`src/rtl/ex_pkg.sv`:
```
// ---------------------------------------------------------------------------
// ex_pkg
// Shared definitions for the EX-unit front end: add/subtract opcode
// encoding, opcode classification helpers and default datapath widths.
// ---------------------------------------------------------------------------
package ex_pkg;

    localparam int DEFAULT_WIDTH = 64;
    localparam int DEFAULT_TAG_W = 5;

    typedef enum logic [2:0] {
        OP_ADD = 3'd0,
        OP_SUB = 3'd1,
        OP_ADC = 3'd2,
        OP_SBC = 3'd3,
        OP_CMP = 3'd4,
        OP_NEG = 3'd5
    } addsub_op_e;

    // Codes 6 and 7 have no meaning for the adder.
    function automatic logic is_legal(input logic [2:0] op);
        return (op <= 3'd5);
    endfunction

    // Ops whose carry_in is taken from the architectural carry flag.
    function automatic logic is_cf_reader(input logic [2:0] op);
        return (op == 3'd2) || (op == 3'd3);
    endfunction

endpackage

```
`src/rtl/ex_sync_fifo.sv`:
```
// ---------------------------------------------------------------------------
// ex_sync_fifo
// Small synchronous FIFO with a show-ahead head. Pointers wrap modulo DEPTH
// (power of two); occupancy is tracked in a separate counter.
// Ports:
//   clk, reset        clock, asynchronous active-low reset
//   push, wdata       write request and data (ignored when full)
//   pop               read request (ignored when empty)
//   full, empty       occupancy status
//   head              oldest entry, valid whenever !empty
// ---------------------------------------------------------------------------
module ex_sync_fifo #(
    parameter int W     = 8,
    parameter int DEPTH = 2
) (
    input  logic         clk,
    input  logic         reset,
    input  logic         push,
    input  logic [W-1:0] wdata,
    input  logic         pop,
    output logic         full,
    output logic         empty,
    output logic [W-1:0] head
);

    localparam int PTR_W = (DEPTH > 1) ? $clog2(DEPTH) : 1;
    localparam int CNT_W = PTR_W + 1;

    logic [W-1:0]     mem_r [DEPTH];
    logic [PTR_W-1:0] wr_ptr_r;
    logic [PTR_W-1:0] rd_ptr_r;
    logic [CNT_W-1:0] count_r;
    logic             push_ok_s;
    logic             pop_ok_s;

    assign full      = (count_r == CNT_W'(DEPTH));
    assign empty     = (count_r == {CNT_W{1'b0}});
    assign head      = mem_r[rd_ptr_r];
    assign push_ok_s = push && !full;
    assign pop_ok_s  = pop && !empty;

    // Storage array: written at the tail on an accepted push.
    always_ff @(posedge clk or negedge reset) begin
        if (!reset) begin
            for (int i = 0; i < DEPTH; i++) begin
                mem_r[i] <= {W{1'b0}};
            end
        end else if (push_ok_s) begin
            mem_r[wr_ptr_r] <= wdata;
        end else begin
            mem_r[wr_ptr_r] <= mem_r[wr_ptr_r];
        end
    end

    // Pointers and occupancy count.
    always_ff @(posedge clk or negedge reset) begin
        if (!reset) begin
            wr_ptr_r <= {PTR_W{1'b0}};
            rd_ptr_r <= {PTR_W{1'b0}};
            count_r  <= {CNT_W{1'b0}};
        end else begin
            if (push_ok_s) begin
                wr_ptr_r <= wr_ptr_r + PTR_W'(1);
            end
            if (pop_ok_s) begin
                rd_ptr_r <= rd_ptr_r + PTR_W'(1);
            end
            case ({push_ok_s, pop_ok_s})
                2'b10:   count_r <= count_r + CNT_W'(1);
                2'b01:   count_r <= count_r - CNT_W'(1);
                default: count_r <= count_r;
            endcase
        end
    end

endmodule

```
`src/rtl/addsub_issue_stage.sv`:
```
// ---------------------------------------------------------------------------
// addsub_issue_stage
// Buffers add/subtract micro-ops from decode, resolves them into adder
// operands (a, effective b, carry_in) and issues them with valid/ready.
// Owns the carry flag and interlocks carry readers behind older writers.
// Ports:
//   clk, reset                      clock, asynchronous active-low reset
//   in_valid/in_ready, in_op/a/b/tag   op from decode
//   issue_valid/issue_ready, issue_a/b/carry_in/op/tag   toward the adder
//   cf_wr_en, cf_wr_data            carry writeback from the result path
//   cf                              architectural carry flag
//   illegal_op                      one-cycle pulse when an illegal op is dropped
//   err_underflow                   sticky: writeback with nothing outstanding
// ---------------------------------------------------------------------------
module addsub_issue_stage
    import ex_pkg::*;
#(
    parameter int WIDTH        = DEFAULT_WIDTH,
    parameter int TAG_W        = DEFAULT_TAG_W,
    parameter int DEPTH        = 2,
    parameter int MAX_INFLIGHT = 4
) (
    input  logic             clk,
    input  logic             reset,
    input  logic             in_valid,
    output logic             in_ready,
    input  logic [2:0]       in_op,
    input  logic [WIDTH-1:0] in_a,
    input  logic [WIDTH-1:0] in_b,
    input  logic [TAG_W-1:0] in_tag,
    output logic             issue_valid,
    input  logic             issue_ready,
    output logic [WIDTH-1:0] issue_a,
    output logic [WIDTH-1:0] issue_b,
    output logic             issue_carry_in,
    output logic [2:0]       issue_op,
    output logic [TAG_W-1:0] issue_tag,
    input  logic             cf_wr_en,
    input  logic             cf_wr_data,
    output logic             cf,
    output logic             illegal_op,
    output logic             err_underflow
);

    localparam int ENTRY_W = 3 + 2 * WIDTH + TAG_W;
    localparam int PEND_W  = $clog2(MAX_INFLIGHT + 1);

    logic               full_s;
    logic               empty_s;
    logic               push_s;
    logic               pop_s;
    logic               wr_acc_s;
    logic               issue_valid_s;
    logic [ENTRY_W-1:0] head_s;
    logic [2:0]         head_op_s;
    logic [WIDTH-1:0]   head_a_s;
    logic [WIDTH-1:0]   head_b_s;
    logic [TAG_W-1:0]   head_tag_s;
    logic [WIDTH-1:0]   dec_a_s;
    logic [WIDTH-1:0]   dec_b_s;
    logic               dec_cin_s;
    logic [PEND_W-1:0]  pending_r;
    logic               cf_r;
    logic               illegal_r;
    logic               underflow_r;

    assign in_ready = !full_s;
    assign push_s   = in_valid && !full_s && is_legal(in_op);

    ex_sync_fifo #(
        .W     (ENTRY_W),
        .DEPTH (DEPTH)
    ) u_fifo (
        .clk   (clk),
        .reset (reset),
        .push  (push_s),
        .wdata ({in_op, in_a, in_b, in_tag}),
        .pop   (pop_s),
        .full  (full_s),
        .empty (empty_s),
        .head  (head_s)
    );

    assign {head_op_s, head_a_s, head_b_s, head_tag_s} = head_s;

    // A carry reader waits until every older writer has written back, so
    // the cf it samples cannot change while it sits at the head.
    assign issue_valid_s = !empty_s
                        && !(is_cf_reader(head_op_s) && (pending_r != {PEND_W{1'b0}}))
                        && (pending_r != PEND_W'(MAX_INFLIGHT));
    assign pop_s    = issue_valid_s && issue_ready;
    assign wr_acc_s = cf_wr_en && (pending_r != {PEND_W{1'b0}});

    // Resolve head op into adder operands; subtraction is a + ~b + carry.
    always_comb begin
        dec_a_s   = head_a_s;
        dec_b_s   = head_b_s;
        dec_cin_s = 1'b0;
        case (addsub_op_e'(head_op_s))
            OP_ADD: begin
                dec_b_s   = head_b_s;
                dec_cin_s = 1'b0;
            end
            OP_SUB, OP_CMP: begin
                dec_b_s   = ~head_b_s;
                dec_cin_s = 1'b1;
            end
            OP_ADC: begin
                dec_b_s   = head_b_s;
                dec_cin_s = cf_r;
            end
            OP_SBC: begin
                dec_b_s   = ~head_b_s;
                dec_cin_s = cf_r;
            end
            OP_NEG: begin
                dec_a_s   = {WIDTH{1'b0}};
                dec_b_s   = ~head_b_s;
                dec_cin_s = 1'b1;
            end
            default: begin
                dec_a_s   = head_a_s;
                dec_b_s   = head_b_s;
                dec_cin_s = 1'b0;
            end
        endcase
    end

    assign issue_valid    = issue_valid_s;
    assign issue_a        = dec_a_s;
    assign issue_b        = dec_b_s;
    assign issue_carry_in = dec_cin_s;
    assign issue_op       = head_op_s;
    assign issue_tag      = head_tag_s;

    // Outstanding-writer counter: +1 per issue, -1 per accepted writeback.
    always_ff @(posedge clk or negedge reset) begin
        if (!reset) begin
            pending_r <= {PEND_W{1'b0}};
        end else begin
            case ({pop_s, wr_acc_s})
                2'b10:   pending_r <= pending_r + PEND_W'(1);
                2'b01:   pending_r <= pending_r - PEND_W'(1);
                default: pending_r <= pending_r;
            endcase
        end
    end

    // Carry flag and status flags.
    always_ff @(posedge clk or negedge reset) begin
        if (!reset) begin
            cf_r        <= 1'b0;
            illegal_r   <= 1'b0;
            underflow_r <= 1'b0;
        end else begin
            if (wr_acc_s) begin
                cf_r <= cf_wr_data;
            end
            illegal_r   <= in_valid && !full_s && !is_legal(in_op);
            underflow_r <= underflow_r || (cf_wr_en && (pending_r == {PEND_W{1'b0}}));
        end
    end

    assign cf            = cf_r;
    assign illegal_op    = illegal_r;
    assign err_underflow = underflow_r;

endmodule

```
`config.mk`:
```
export PLATFORM = sky130hd
export DESIGN_NAME = addsub_issue_stage
export DESIGN_NICKNAME = d
export VERILOG_FILES = /design/src/rtl/ex_pkg.sv /design/src/rtl/ex_sync_fifo.sv /design/src/rtl/addsub_issue_stage.sv
export SDC_FILE = /design/constraint.sdc
export NUM_CORES = 1
export LEC_CHECK = 0
export CORE_AREA = 2 2 165 167
export DETAILED_ROUTE_END_ITERATION = 7
export DIE_AREA = 0 0 167 169
export GPL_TIMING_DRIVEN = 0
export PLACE_DENSITY = 0.92
export SYNTH_ARGS = -nofsm -noshare
export SYNTH_HDL_FRONTEND = slang
export SYNTH_SLANG_ARGS = --single-unit
```
`constraint.sdc`:
```
create_clock -name clk -period 2.7 [get_ports clk]
set_input_delay 0.81 -clock clk [delete_from_list [all_inputs] [get_ports clk]]
set_output_delay 0.81 -clock clk [all_outputs]
set_load 0.01 [all_outputs]
```
==> flow_summary.toml, run 1 <==
[placement]
port_buffers = 283
hpwl_um = 21520
place_congestion = 0.7636

[grt]
grt_max_degree = 123
track_usage_pct = 23.69
grt_overflow = 0
grt_pass1_vias = 9601
antenna_found_initial = 1
grt_pass1_wl_um = 53300

[sta]
clock_skew_ns = 0.01481
hold_slack_ns = 0.2489
final-max-slew-violation-count = 0
max_freq_ghz = 0.3195
finalWorstSetupSlack_ns = -0.4297
final-hold-violation-count = 0
fin_crit_sh_pct = 115.9
period_needed_ns = 3.130
timing.slew.headroom_pct = 54.11
tns_ns = -39.67
rsz0062_at_grt = "true"
max_slew.worst_pin.slew_ns = 0.6883
setup_viol = 131

[synth]
yosysWarnings = 0
synth_cells = 926
synth_top_area_share_pct = 52.08
synth_area_leader_cell = "dfrtp_1"
synth.area.top_cells = "dfrtp_1 (52%), mux2_4 (14%), mux2_2 (12%)"
ys_types = 33
ys_seq_area_share_pct = 52.08
avgSynthCellArea_um2 = 14.63
syn-num-nets = 1071
yosys_register_bits = 282
synth_area_um2 = 13550

[floorplanning]
die_h_um = 169
core.rowCount = 60
initial_core_util_pct = 51.13
die-width_um = 167
design.core.area_um2 = 26500
pin_count = 284
die_area_um2 = 28220

[power]
sw_frac_of_total_pct = 36.65
intPower_uw = 20590
p_sw_uw = 11920
comb_power_share_pct = 62.4
p_clk_share_pct = 13.4
power.density_nw_per_um2 = 1662
static-leakage-power_uw = 0.009174
p_seq_share_pct = 24.2
ir_worst_vdd_mv = 1.423

[setup_path]
crit_fanout = 6
required_ns = 1.89
r2r-end = "pending_r[2]$_DFFE_PN0P_"
r2r-start = "u_fifo.rd_ptr_r$_DFFE_PN0P_"
regToRegSetupSlack_ns = 0.07
setup.worst_path.end_class = "primary output"
arrival_ns = 2.32
crit_end = "issue_b[35]"
startpoint = "u_fifo.rd_ptr_r$_DFFE_PN0P_"
crit_path_start_kind = "flip-flop"
critical_path_class = "reg -> out"
reg2reg_depth = 13

[cts]
postCtsHoldBufs = 0
clock-sinks = 282
cts_tree = "yes"
clk_path_buf_depth = 3
htreeDepth = 1
cts.clk_slew.worst_paths_ns = 0.06
clock_latency_ns = 0.55
cts_buffers = 30
clock-root-buffer = "clkbuf_16"

[drt]
drt_wl_total_um = 36350
final_antenna_net_count = 0
routedWlPerCell_um = 21.76
viasPerCell = 5.345
drc = 0
drtPass1Iterations = 5
dr_total_vias = 8931
drt_iter0_drc = 471

[outcome]
violations = "setup timing"
status = "finished, violations left"

[cells_and_area]
n_antenna_cell = 0
drive_gt1_share_pct = 53.61
post-route-util_pct = 73.81
synthToLayoutAreaGrowth_pct = 44.34
finalNetCount = 1452

[min_path]
hold_class = "in -> async"

[flow_run]
cap_viol_max_count = 0
## routing by layer
metal | global-route usage (%) | wire (um) | up-vias
met1 | 29.50 | 14770 | 4592
met2 | 41.60 | 18550 | 284
met3 | 5.495 | 2136 | 68
met5 | 0 | 13 | -
met4 | 6.409 | 885 | 2
li1 | - | - | 3985
## placed cells by master, fill, tap and decap left out, types with 22 or more instances in the layout
cell type	n
dfrtp_1	281
mux2_2	149
clkdlybuf4s50_1	145
mux2_4	129
mux2i_1	103
buf_2	93
buf_6	78
nor2_4	38
xnor2_2	36
clkbuf_16	33
buf_8	29
xnor2_1	23
nor2_1	22
## registers in the layout (all words and copies together) (netlist names)
signal	cells
u_fifo.count_r	2
u_fifo.wr_ptr_r	1
err_underflow	1
u_fifo.mem_r	272
cf	1
illegal_op	1
u_fifo.rd_ptr_r	1
pending_r	3
## cells by family (layout without fill, tap and decap cells)
kind of cell | count (synthesis) | after routing | synth area share (%)
AO/OA/AOI/OAI | 8 | 8 | 0.4249
XOR/XNOR | 71 | 71 | 4.589
adder cells (fa/ha/maj) | 3 | 3 | 0.3324
buffers and inverters | 66 | 470 | 3.500
flip-flops | 282 | 282 | 52.08
multiplexers | 408 | 408 | 36.28
AND/OR/NAND/NOR | 88 | 88 | 2.798
## power by group through the flow
stage                     Clock, uW  Combinational (uW)  Sequential [uW]
after floorplan                   0                9630             7260
after global placement            0               16400             7480
after detailed placement          0               16800             7610
after CTS                      4410               17200             7650
after global routing           4600               21400             8060
final                          4370               20300             7870
## layout make-up
type	count	area (um^2)
plain buffers	58	668.1
clock buffers	42	867.1
clock inverters	13	178.9
fillers	1576	6942
inverters	7	26.28
multi-input cells	578	6954
flip-flops and latches	282	7058
well taps	341	426.7
repair buffers	350	3379
## synth_stat cells, drive strengths merged
cell type  count
a21o           1
a31oi          1
mux2i        130
a21oi          1
o21ai          2
mux2         278
o32a           1
o211ai         1
nand2b         2
buf           59
or3b           1
nor3b          1
dfrtp        282
ha             2
fa             1
nand2          7
xor2           4
inv            7
nand4          1
nand3b         2
nor2b          1
or2            2
nand3          1
nor2          69
xnor2         67
o31ai          1
nor3           1
## how the worst min path moves through the flow
stage	slack [ns]	endpoint	depth (start not counted)	from
after floorplan	0.44	pending_r[2]$_DFFE_PN0P_	1	pending_r[2]$_DFFE_PN0P_
after global placement	0.44	err_underflow$_DFF_PN0_	1	err_underflow$_DFF_PN0_
after detailed placement	0.46	err_underflow$_DFF_PN0_	1	err_underflow$_DFF_PN0_
after CTS	0.27	u_fifo.mem_r[18]$_DFFE_PN0P_	1	reset
after global routing	0.30	u_fifo.mem_r[163]$_DFFE_PN0N_	1	reset
final	0.25	u_fifo.mem_r[163]$_DFFE_PN0N_	1	reset
## critical path: stages, from the launching register on
cell and delay, ns:
dfrtp_2 0.45, o32a_1 0.35, o211ai_1 0.14, buf_6 0.17
buf_12 0.11, buf_8 0.11, clkbuf_16 0.16, xnor2_4 0.12
buf_2 0.15
## through the flow
step                cells  power (uW)  cell area, um^2  setup slack, ns
floorplan             926       16890            13550           0.3759
global placement     1550       23930            16810           -11.02
detailed placement   1552       24380            16870          -0.5523
CTS                  1647       29250            18430          -0.4512
global route         1671       34020            19560          -0.5276
finish               1671       32510            19560          -0.4297
## timing repair
item                                   in CTS  in global routing
endpoints found under the hold margin       0                  0
gates resized for setup                   602                268
pin swaps                                  23                 55
setup buffers                              34                 26
setup endpoints to repair                 138                137
gates cloned                                7                  2
No activity file was read; power rests on OpenSTA's default activity.
==> inputs of run 2 (changes only) <==
--- a/config.mk
+++ b/config.mk
@@ -5,9 +5,9 @@
 export SDC_FILE = /design/constraint.sdc
 export NUM_CORES = 1
 export LEC_CHECK = 0
-export CORE_AREA = 2 2 165 167
+export CORE_AREA = 3 3 166 168
 export DETAILED_ROUTE_END_ITERATION = 7
-export DIE_AREA = 0 0 167 169
+export DIE_AREA = 0 0 169 171
 export GPL_TIMING_DRIVEN = 0
 export PLACE_DENSITY = 0.92
 export SYNTH_ARGS = -nofsm -noshare
==> flow_summary.toml, run 2 (synthesis gave the netlist of run 1 again) <==
[setup_path]
arrival_ns = 2.31
crit_top_cell = "buf_6"
required_ns = 1.89
crit_path_start_kind = "flip-flop"
critical_path_class = "reg -> out"
crit_fanout = 10
cpMaxStageDelayCell = "dfrtp_2"
regToRegSetupSlack_ns = 0.22
cp_slowest_stage_delay_ns = 0.46
crit_end = "issue_a[7]"
r2r-end = "pending_r[2]$_DFFE_PN0P_"
setup.worst_path.end_class = "primary output"
reg2reg_depth = 11
r2r-start = "u_fifo.mem_r[271]$_DFFE_PN0N_"
startpoint = "u_fifo.rd_ptr_r$_DFFE_PN0P_"
crit_chain = "o32a_1 > buf_6 > a21oi_4 > buf_6 > buf_12 > buf_8 > nor2_1 > buf_2"

[drt]
drt_wl_total_um = 36100
drt_iter0_drc = 436
drtPass1Iterations = 4
routedWlPerCell_um = 21.90
dr_total_vias = 8884
drc = 0
viasPerCell = 5.391
final_antenna_net_count = 0

[cells_and_area]
post-route-util_pct = 74.34
final_cell_mix = "dfrtp_1 (281), mux2_2 (147), clkdlybuf4s50_1 (144)"
fin_cells = 1648
synthToLayoutAreaGrowth_pct = 42.96
drive_gt1_share_pct = 53.01
reg.largest.list = "u_fifo.mem_r x272, pending_r x3, u_fifo.count_r x2"
fillers = 1567
top_register = "u_fifo.mem_r"
final_common_cell = "dfrtp_1"
largest_register_ffs = 272
n_antenna_cell = 0
finalNetCount = 1433

[power]
p_seq_share_pct = 24.0
p_clk_share_pct = 14.6
sw_frac_of_total_pct = 36.42
comb_power_share_pct = 61.3
intPower_uw = 20720
ir_worst_vdd_mv = 1.325
power.density_nw_per_um2 = 1682
p_sw_uw = 11870
static-leakage-power_uw = 0.009218

[sta]
timing.slew.headroom_pct = 58.10
fin_crit_sh_pct = 115.5
final-hold-violation-count = 0
rsz0062_at_grt = "true"
setup_viol = 136
max_slew.worst_pin.slew_ns = 0.6285
max_freq_ghz = 0.3207
final-max-slew-violation-count = 0
period_needed_ns = 3.118
finalWorstSetupSlack_ns = -0.4182
tns_ns = -45.42
clock_skew_ns = 0.01441
hold_slack_ns = 0.1326

[placement]
dp_cells = 1546
hpwl_um = 22240
port_buffers = 283
place_congestion = 0.8006

[outcome]
violations = "setup timing"
status = "finished, violations left"

[floorplanning]
die_area_um2 = 28900
die_h_um = 171
core.rowCount = 59
design.core.area_um2 = 26060
initial_core_util_pct = 52.00
die-width_um = 169
pin_count = 284

[cts]
clock-sinks = 282
clock-root-buffer = "clkbuf_16"
postCtsHoldBufs = 0
cts_tree = "yes"
cts.clk_slew.worst_paths_ns = 0.07
htreeDepth = 1
clock_latency_ns = 0.56
clk_path_buf_depth = 3
cts_buffers = 31

[flow_run]
cap_viol_max_count = 0

[grt]
grt_overflow = 0
grt_max_degree = 124
grt_pass1_vias = 9775
grt_pass1_wl_um = 54170
track_usage_pct = 23.42
antenna_found_initial = 1

[min_path]
hold_class = "in -> async"
==> run 2: cell count changes in the layout (fill, tap and decap cells not counted), sizes merged <==
cell           before  now
clkdlybuf4s15       1    0
clkinvlp            4    3
dlygate4sd2         4    0
buf               242  227
clkdlybuf4s50     145  144
bufinv              4    7
clkbuf             55   52
inv                 7    9
clkinv              5    8
==> run 2: power by group through the flow <==
stage / sequential (uW) / combinational, uW / clock (uW)
floorplan: 7260 / 9630 / 0
global route: 8060 / 21100 / 5020
detailed placement: 7630 / 16900 / 0
CTS: 7690 / 17700 / 4820
finish: 7840 / 20000 / 4760
global placement: 7490 / 16600 / 0
==> run 2: final cells by class <==
| cell class | count | area [um^2] | area share, % |
|---|---|---|---|
| sequential | 282 | 7058 | 36.43 |
| multi-input combinational | 578 | 6929 | 35.77 |
| timing repair buffer | 333 | 3129 | 16.15 |
| clock buffer | 38 | 862.1 | 4.450 |
| buffer | 55 | 648.1 | 3.346 |
| tap | 335 | 419.2 | 2.164 |
| clock inverter | 20 | 300.3 | 1.550 |
| inverter | 7 | 26.28 | 0.1356 |
==> run 2: worst min path at each step <==
stage	from	end	slack (ns)	depth (start not counted)
global placement	err_underflow$_DFF_PN0_	err_underflow$_DFF_PN0_	0.45	1
detailed placement	err_underflow$_DFF_PN0_	err_underflow$_DFF_PN0_	0.45	1
finish	reset	u_fifo.mem_r[162]$_DFFE_PN0N_	0.13	1
CTS	reset	u_fifo.mem_r[162]$_DFFE_PN0N_	0.12	1
global route	reset	u_fifo.mem_r[162]$_DFFE_PN0N_	0.13	1
floorplan	pending_r[2]$_DFFE_PN0P_	pending_r[2]$_DFFE_PN0P_	0.44	1
==> run 2: stage by stage <==
| step | area, um^2 | power, uW | worst slack [ns] |
|---|---|---|---|
| floorplan | 13550 | 16890 | 0.3759 |
| global placement | 16800 | 24050 | -11.03 |
| detailed placement | 16860 | 24490 | -0.5751 |
| CTS | 18600 | 30210 | -0.4096 |
| global route | 19370 | 34180 | -0.4835 |
| finish | 19370 | 32590 | -0.4182 |
==> run 2: critical path: cells and delay by family (launching register included) <==
family / cells / cell delay (ns)
simple gates: 1 / 0.07
buf+inv: 5 / 0.69
flops: 1 / 0.46
compound gates: 2 / 0.52
==> run 2: what timing repair did <==
item                       CTS  global route
resized for setup          674           151
gates cloned                 5             6
setup endpoints to repair  138           139
pin swaps                   40            36
buffers inserted            25            15
==> run 2: layer usage <==
layer,global-route usage (%),part of all wire (%)
met1,30.24,41
met2,40.43,50
met3,5.176,6.0
met4,6.104,2.6
met5,0,0.036
